<file path="config.mk">
export PLATFORM = sky130hd
export DESIGN_NAME = operand_driver
export DESIGN_NICKNAME = d
export VERILOG_FILES = /design/src/rtl/operand_driver_pkg.sv /design/src/rtl/operand_driver_delay_line.sv /design/src/rtl/operand_driver.sv
export SDC_FILE = /design/constraint.sdc
export NUM_CORES = 1
export LEC_CHECK = 0
export CAP_MARGIN = 30
export CORE_MARGIN = 2
export CORE_UTILIZATION = 49
export CTS_CLUSTER_SIZE = 20
export DETAILED_ROUTE_END_ITERATION = 16
export PLACE_DENSITY = 0.81
export SLEW_MARGIN = 20
export SYNTH_ARGS = -nofsm -noshare
export SYNTH_HDL_FRONTEND = slang
export SYNTH_SLANG_ARGS = --single-unit
export TNS_END_PERCENT = 5
</file>
<file path="constraint.sdc">
create_clock -name clk -period 16.3 [get_ports clk]
set_input_delay 3.26 -clock clk [delete_from_list [all_inputs] [get_ports clk]]
set_output_delay 3.26 -clock clk [all_outputs]
set_load 0.005 [all_outputs]
</file>
<file path="src/rtl/operand_driver_pkg.sv">
// Shared types, constants and the corner-value table for operand_driver.
package operand_driver_pkg;

    typedef enum logic [1:0] {
        ST_IDLE   = 2'd0,
        ST_RANDOM = 2'd1,
        ST_CORNER = 2'd2,
        ST_DONE   = 2'd3
    } state_t;

    typedef enum logic {
        MODE_RANDOM = 1'b0,
        MODE_CORNER = 1'b1
    } mode_t;

    localparam int NUM_CORNERS     = 5;
    localparam int NUM_CORNER_VECS = 25;

    typedef logic [2:0] corner_idx_t;
    typedef logic [4:0] vec_idx_t;

    localparam corner_idx_t LAST_CORNER = corner_idx_t'(NUM_CORNERS - 1);
    localparam vec_idx_t    LAST_VEC    = vec_idx_t'(NUM_CORNER_VECS - 1);

    // Corner table: 0, 1, max signed, min signed, all ones. Computed at 64 bits;
    // callers truncate to their width. For width 64 the all-ones case wraps
    // through zero, which still yields all ones.
    function automatic logic [63:0] corner_value(input corner_idx_t idx, input int width);
        logic [63:0] msb;
        msb = 64'd1 << (width - 1);
        case (idx)
            3'd0:    corner_value = 64'd0;
            3'd1:    corner_value = 64'd1;
            3'd2:    corner_value = msb - 64'd1;
            3'd3:    corner_value = msb;
            default: corner_value = (msb << 1) - 64'd1;
        endcase
    endfunction

endpackage

</file>
<file path="src/rtl/operand_driver_delay_line.sv">
// Fixed-depth shift register; every stage clears on reset and shifts every cycle.
module delay_line #(
    parameter int DATA_W = 1,
    parameter int DEPTH  = 1
) (
    input  logic              clk,
    input  logic              reset,
    input  logic [DATA_W-1:0] data,
    output logic [DATA_W-1:0] delayed
);

    logic [DATA_W-1:0] stage [DEPTH];

    // Shift chain: stage 0 takes the input, each later stage takes its predecessor.
    always_ff @(posedge clk or posedge reset) begin
        if (reset) begin
            for (int i = 0; i < DEPTH; i++) begin
                stage[i] <= '0;
            end
        end else begin
            stage[0] <= data;
            for (int i = 1; i < DEPTH; i++) begin
                stage[i] <= stage[i-1];
            end
        end
    end

    assign delayed = stage[DEPTH-1];

endmodule

</file>
<file path="src/rtl/operand_driver.sv">
// Operand source for the arithmetic bench: LFSR pass-through or a 5x5 corner
// sweep, with a latency-matched copy for the monitor.
//
// state     | meaning
// ----------+-----------------------------------------------------------
// ST_IDLE   | waiting for i_start; outputs held, valid low
// ST_RANDOM | pass LFSR operands through whenever i_rand_valid is high
// ST_CORNER | issue one corner vector per cycle, 25 in total
// ST_DONE   | sweep finished; o_done fires on the following cycle
module operand_driver
    import operand_driver_pkg::*;
#(
    parameter int WIDTH   = 32,
    parameter int LATENCY = 1
) (
    input  logic             clk,
    input  logic             reset,
    input  logic             i_mode,
    input  logic             i_start,
    input  logic             i_stop,
    input  logic [WIDTH-1:0] i_rand_a,
    input  logic [WIDTH-1:0] i_rand_b,
    input  logic             i_rand_valid,
    output logic [WIDTH-1:0] o_drive_a,
    output logic [WIDTH-1:0] o_drive_b,
    output logic             o_drive_valid,
    output logic [WIDTH-1:0] o_drive_delayed_a,
    output logic [WIDTH-1:0] o_drive_delayed_b,
    output logic             o_delayed_valid,
    output logic             o_done,
    output logic [31:0]      o_vec_count
);

    state_t      state;
    state_t      state_nxt;
    logic        accept_start;
    logic        load_random;
    logic        load_corner;
    corner_idx_t row;
    corner_idx_t col;
    vec_idx_t    vec_idx;
    logic [31:0] vec_count;
    logic [WIDTH-1:0] corner_a;
    logic [WIDTH-1:0] corner_b;
    logic [2*WIDTH:0] delay_in;
    logic [2*WIDTH:0] delay_out;

    // State register.
    always_ff @(posedge clk or posedge reset) begin
        if (reset) begin
            state <= ST_IDLE;
        end else begin
            state <= state_nxt;
        end
    end

    // Next state and load strobes; i_stop takes priority over everything else.
    always_comb begin
        state_nxt    = state;
        accept_start = 1'b0;
        load_random  = 1'b0;
        load_corner  = 1'b0;
        case (state)
            ST_IDLE: begin
                if (i_start && !i_stop) begin
                    accept_start = 1'b1;
                    state_nxt    = (mode_t'(i_mode) == MODE_CORNER) ? ST_CORNER : ST_RANDOM;
                end
            end
            ST_RANDOM: begin
                if (i_stop) begin
                    state_nxt = ST_IDLE;
                end else begin
                    load_random = i_rand_valid;
                end
            end
            ST_CORNER: begin
                if (i_stop) begin
                    state_nxt = ST_IDLE;
                end else begin
                    load_corner = 1'b1;
                    if (vec_idx == LAST_VEC) begin
                        state_nxt = ST_DONE;
                    end
                end
            end
            ST_DONE: begin
                state_nxt = ST_IDLE;
            end
            default: begin
                state_nxt = ST_IDLE;
            end
        endcase
    end

    // Corner operands for the current row (a) and column (b).
    always_comb begin
        corner_a = WIDTH'(corner_value(row, WIDTH));
        corner_b = WIDTH'(corner_value(col, WIDTH));
    end

    // Drive registers; operands hold whenever nothing is loaded.
    always_ff @(posedge clk or posedge reset) begin
        if (reset) begin
            o_drive_a     <= '0;
            o_drive_b     <= '0;
            o_drive_valid <= 1'b0;
            o_done        <= 1'b0;
        end else begin
            o_drive_valid <= load_random | load_corner;
            o_done        <= (state == ST_DONE);
            if (load_random) begin
                o_drive_a <= i_rand_a;
                o_drive_b <= i_rand_b;
            end else if (load_corner) begin
                o_drive_a <= corner_a;
                o_drive_b <= corner_b;
            end
        end
    end

    // Corner sweep position: vec_idx ends the run, row/col address the table.
    always_ff @(posedge clk or posedge reset) begin
        if (reset) begin
            row     <= '0;
            col     <= '0;
            vec_idx <= '0;
        end else if (accept_start) begin
            row     <= '0;
            col     <= '0;
            vec_idx <= '0;
        end else if (load_corner) begin
            vec_idx <= vec_idx + 5'd1;
            if (col == LAST_CORNER) begin
                col <= '0;
                row <= row + 3'd1;
            end else begin
                col <= col + 3'd1;
            end
        end
    end

    // Saturating count of vectors driven since the last accepted start.
    always_ff @(posedge clk or posedge reset) begin
        if (reset) begin
            vec_count <= '0;
        end else if (accept_start) begin
            vec_count <= '0;
        end else if ((load_random || load_corner) && (vec_count != 32'hFFFF_FFFF)) begin
            vec_count <= vec_count + 32'd1;
        end
    end

    assign o_vec_count = vec_count;
    assign delay_in    = {o_drive_a, o_drive_b, o_drive_valid};

    delay_line #(
        .DATA_W (2*WIDTH + 1),
        .DEPTH  (LATENCY)
    ) u_delay_line (
        .clk     (clk),
        .reset   (reset),
        .data    (delay_in),
        .delayed (delay_out)
    );

    assign {o_drive_delayed_a, o_drive_delayed_b, o_delayed_valid} = delay_out;

endmodule

</file>
[Word level (Yosys, flattened, before mapping)]
Index checks and enable logic that the tools add are counted.
Widths: inputs -> output; s select.
Word-level totals
  flip-flop bits (word level): 176
  input port bits: 70
  output and inout port bits: 163
  logic and storage cells: 71
Cells by class
  add/sub/neg operators: 4
  eq/ne operators: 15
  muxes and demuxes: 28
  bitwise logic cells: 1
  reduce and logical (&&, ||, !) cells: 13
Operators by type and width (number)
  $pmux 32 s4: 2
  $mux 32: 6
  $add 32x1->32 const B: 1
  $ne 32x32->1 const B: 1
  $mux 3: 6
  $eq 3x2->1 const B: 4
  $mux 2: 5
  $mux 5: 2
  $pmux 2 s4: 1
  $reduce_bool 2->1: 4
  $add 3x1->3 const B: 2
  $eq 3x1->1 const B: 2
  $logic_not 3->1: 2
  $mux 1: 6
  $add 5x1->5 const B: 1
  $eq 5x5->1 const B: 1
  $eq 2x2->1 const B: 2
  $ne 2x2->1 const B: 2
  $eq 3x3->1 const B: 1
  $ne 3x3->1 const B: 1
  $reduce_and 3->1: 1
  $eq 2x1->1 const B: 1
  $logic_and 1x1->1: 2
  $logic_not 2->1: 1
  other kinds (4): 4

[Depth between registers and ports, before layout]
  depth after elaboration: 6
  depth in mapped cells: 8
  gate-level depth less buffers: 7

[Hierarchy]
From an unflattened synthesis, not the netlist that was laid out.
Second synthesis, totals
  cell total of the unflattened synthesis: 670
  area, all modules: 7049.3 um^2
Modules (own cells, without submodules)
  operand_driver: instances 1, cells each 604, area each 5418.9 um^2, sequential area each 2777.7 um^2
  delay_line: instances 1, cells each 66, area each 1630.3 um^2, sequential area each 1626.6 um^2

[Least setup slack after synthesis]
No wires, ideal clock.
  path type: input-to-reg
  from: in i_rand_valid
  to: reg vec_count[17] (netlist: o_vec_count[17])
  arrival: 4.719 ns
  data required time: 16.222 ns
  path slack: 11.503 ns
  cell stages on the path: 7
  path through: nor4bb_1 > buf_2 > nor2_2 > a31o_1 > buf_2 > or4_1 > a21oi_1
Between the ends
  cells in the longest elaborated chain, start to end: 5
RTL lines
  start: declaration: line operand_driver.sv:23  | input logic i_rand_valid,
  $mux 1: line operand_driver.sv:71  | if (i_stop) begin
  $mux 1: line operand_driver.sv:63  | case (state)
  $logic_or 1x1->1: line operand_driver.sv:149  | end else if ((load_random || load_corner) && (vec_count != 32'hFFFF_FFFF)) begin
  $logic_and 1x1->1: line operand_driver.sv:149
  $reduce_bool 2->1 (no source line)
  end signal: assignment: line operand_driver.sv:150  | vec_count <= vec_count + 32'd1;
  end: declaration: line operand_driver.sv:42  | logic [31:0] vec_count;
No other way between the ends.
A chain may end at the register's enable or synchronous reset.

[Final worst setup path]
  from: in i_stop
  to: reg vec_count[17] (netlist: o_vec_count[17])
Between the ends
  cells in the longest elaborated chain, start to end: 5
RTL lines
  start: declaration: line operand_driver.sv:20  | input logic i_stop,
  $logic_not 1->1, or another cell as far along: line operand_driver.sv:65  | if (i_start && !i_stop) begin
  $logic_and 1x1->1 / $mux 1 (equally long branches): line operand_driver.sv:65, operand_driver.sv:63
  $mux 1 / $logic_or 1x1->1 (equally long branches): line operand_driver.sv:65, operand_driver.sv:149
  $mux 1 / $logic_and 1x1->1 (equally long branches): line operand_driver.sv:63, operand_driver.sv:149
  $mux 32 / $reduce_bool 2->1 (equally long branches)
Several ways; a longest one is shown, not always the timed one.

==> impl_results.md <==
- Syn Inst Count: 648
- Reg2Reg Setup Slack: 13320 ps
- WS Path Type: input pin to flip-flop
- Power Dens Cells: 141 mW/mm^2
- Final hold vios: 0
- Yosys top cell by area: dfrtp_1
- Final HPWL DP: 13.5 mm
- Worst Path Arrival: 6270 ps
- Diodes inserted: 0
- Largest net degree at the start of global routing: 96
- Synth top area cells: dfrtp_1 (64%), a21oi_1 (5.6%), nand2_1 (5.4%), nor2_1 (4.7%), ha_1 (2.4%)
- EDFF count, synth: 0
- Worst skew pair latency: 420 ps
- Max_cap viols: 0
- FF+latch area: 0.00440 sq mm
- Number of DRC markers in iteration 0: 537
- Least-Margin Pin Slew: 832 ps
- # hold bufs at CTS: 0
- Outcome: complete, no violations
- Net count after synthesis: 731
- Tmin final: 5920 ps
- GRT overflow: 0
- Routed WL: 19.3 mm
- Multi-input logic area: 0.00229 sq mm
- Crit end category: flip-flop
- Slew HR: 44.5%
- FMAX: 0.169 GHz
- Nets: 957
- RSZ-0062 raised after global routing: false
- Total number of vias: 5896
- Initial Utilization: 49.7%
- Syn Area/Cell: 10.6 sq um
- Hold/Removal Path Class: flip-flop to flip-flop
- Worst Path Max Fanout: 71
- Clock sinks: 176
- Skew final: 6.22 ps
- Postcts setup bufs: 0
- Xor/xnor share of the synthesized area: 0.512%
- Area of the core: 0.0138 sq mm
- Final core utilization: 72.5%
- Hold Crit Endpoint: u_delay_line.delayed[57]
- DR pass1 iterations: 5
- Max IR drop VDD: 0.0630 mV
- Routed len/inst: 18.1 um
- Die area: 0.0149 sq mm
- Top-count cell post-synth: dfrtp_1
- H-tree depth: 4
- Post-synth cell types: 46
- Post-synth top area share: 64.3%
- Most frequent cells after synthesis: dfrtp_1 (176), nand2_1 (98), nor2_1 (85)
- Avg Vias per Cell: 5.53
- DRC viols: 0
- Mux cell area share after synthesis: 0.585%
- Die width: 122 um
- Reg clk slew, reported paths: 70 ps
- Fillers: 962
- Vias in the first global route: 5839
- Synth Area in Compound Gates: 12.7%
- Rows: 43
- CTS buffer count: 17
- Worst reg2reg path depth: 7
- Hold Startpoint: o_drive_a[24]
- Slew Viols, Final: 0
- Antenna viol nets, final: 0
- Synth Area in Simple Gates: 16.8%
- IO Pins: 233
- TritonCTS clock tree: built
- Area Growth Syn to Fin: 45.9%
- Setup TNS: 0 ps
- Data required, critical path: 16650 ps
- Hold depth: 0
- Reg-to-reg endpoint: o_vec_count[17]
- First-pass GRT wire length: 30.6 mm
- Startpoint types: input pin
- Worst-case clock buffer depth: 2
- Largest family of logic cells by synthesized area: simple AND/OR/NAND/NOR gates
- Most used flip-flop cell after synthesis: dfrtp_1
- Tcrit/Tclk final: 36.3%
- Final Power: 0.00141 W
- Leakage: 4.12 nW
- R2R Path Start: state[1]
- Seq cells post-synth: 176
- Final setup viols: 0
- Antenna violations before repair: 0
- Final GP Congestion: 0.907
- Port buffer count: 232
- Yosys warns: 0
- Total track usage: 26.2%
- Clock root buffer: clkbuf_16
- Seq/Total Area, Yosys: 64.3%
- Mapped cell area: 0.00685 sq mm
- Post-cts sizing count: 0
- Die H: 122 um
- FFs w/ async S/R, synth: 100%
- Share of post-route cells with drive strength above 1: 6.09%
- Synth Area in Adders: 2.38%
[routing by layer]
layer / GRT usage [%] / share of wire, %
met5: 0 / 0
met4: 10.3 / 2.2
met3: 6.13 / 7.7
met2: 43.5 / 50
met1: 33.5 / 40
[layout by cell type, fill, tap and decap left out, types with 2 or more instances in the layout]
cell type and n:
clkdlybuf4s50_1 232, dfrtp_1 176, nand2_1 98, nor2_1 85, a21oi_1 77, a31oi_1 20, o21ai_0 19, nand3_1 17
clkbuf_16 17, ha_1 13, inv_1 12, nand4_1 10, o31ai_1 8, or4_1 8, nor3_1 7, inv_6 6
buf_4 6, mux2i_1 4, nor2b_1 4, and3_1 4, a41oi_1 4, a21o_1 4, and4_1 3, xor2_1 3
o22ai_1 3, a22o_1 3, o221ai_1 2, o21bai_2 2, and2_1 2, or3_1 2, or2_2 2, nor4_1 2
clkinvlp_4 2, bufinv_16 2, clkinv_4 2, clkbuf_1 2
[how the worst max path moves through the flow]
stage                            endpoint  slack [ps]    from
after floorplan                    col[0]        8270   reset
after global placement    o_vec_count[24]        9930  i_stop
after detailed placement   o_vec_count[3]        9760  i_stop
after CTS                  o_vec_count[3]       10250  i_stop
after global routing      o_vec_count[15]       10180  i_stop
final                     o_vec_count[17]       10380  i_stop
[metrics by stage]
stage	hold WS [ps]	instances	area [sq um]	setup slack [ps]
finish	404	1067	9990	10380
global route	412	1067	9990	10180
CTS	402	1066	9980	10250
detailed placement	387	1034	9400	9760
global placement	382	1032	9350	9930
floorplan	376	648	6850	8270
[area by class of cell]
| cell class | instances | share of cell area (%) |
|---|---|---|
| clock inverter | 13 | 1.53 |
| sequential | 176 | 44.1 |
| multi-input combinational | 424 | 23.0 |
| clock buffer | 19 | 4.33 |
| inverter | 14 | 0.576 |
| tap | 180 | 2.25 |
| timing repair buffer | 241 | 24.3 |
[where the power goes]
| group | leakage, nW | internal (W) | switching [W] |
|---|---|---|---|
| Combinational | 1.67 | 0.000242 | 0.000136 |
| Clock | 0.281 | 0.000229 | 0.000175 |
| Sequential | 2.17 | 0.000553 | 0.0000744 |
[critical path, stage by stage]
cell             delay [ps]
clkdlybuf4s50_1         570
nor4bb_4                320
buf_4                   600
nor2_2                  200
a31o_1                  420
buf_6                   230
or4_1                   510
a21oi_1                 150
[sequential cells by signal, summed over array words and instances (netlist names)]
signal                count
o_drive_a                32
vec_idx                   5
o_done                    1
row                       3
col                       3
o_vec_count              32
u_delay_line.delayed     65
o_drive_b                32
state                     2
o_drive_valid             1
[kinds of logic after synthesis]
logic type	after synthesis
XOR/XNOR	4
flip-flops	176
adder cells (fa/ha/maj)	13
buffers and inverters	48
AND/OR/NAND/NOR	253
multiplexers	4
AO/OA/AOI/OAI	150
No activity file was read; power rests on OpenSTA's default activity.
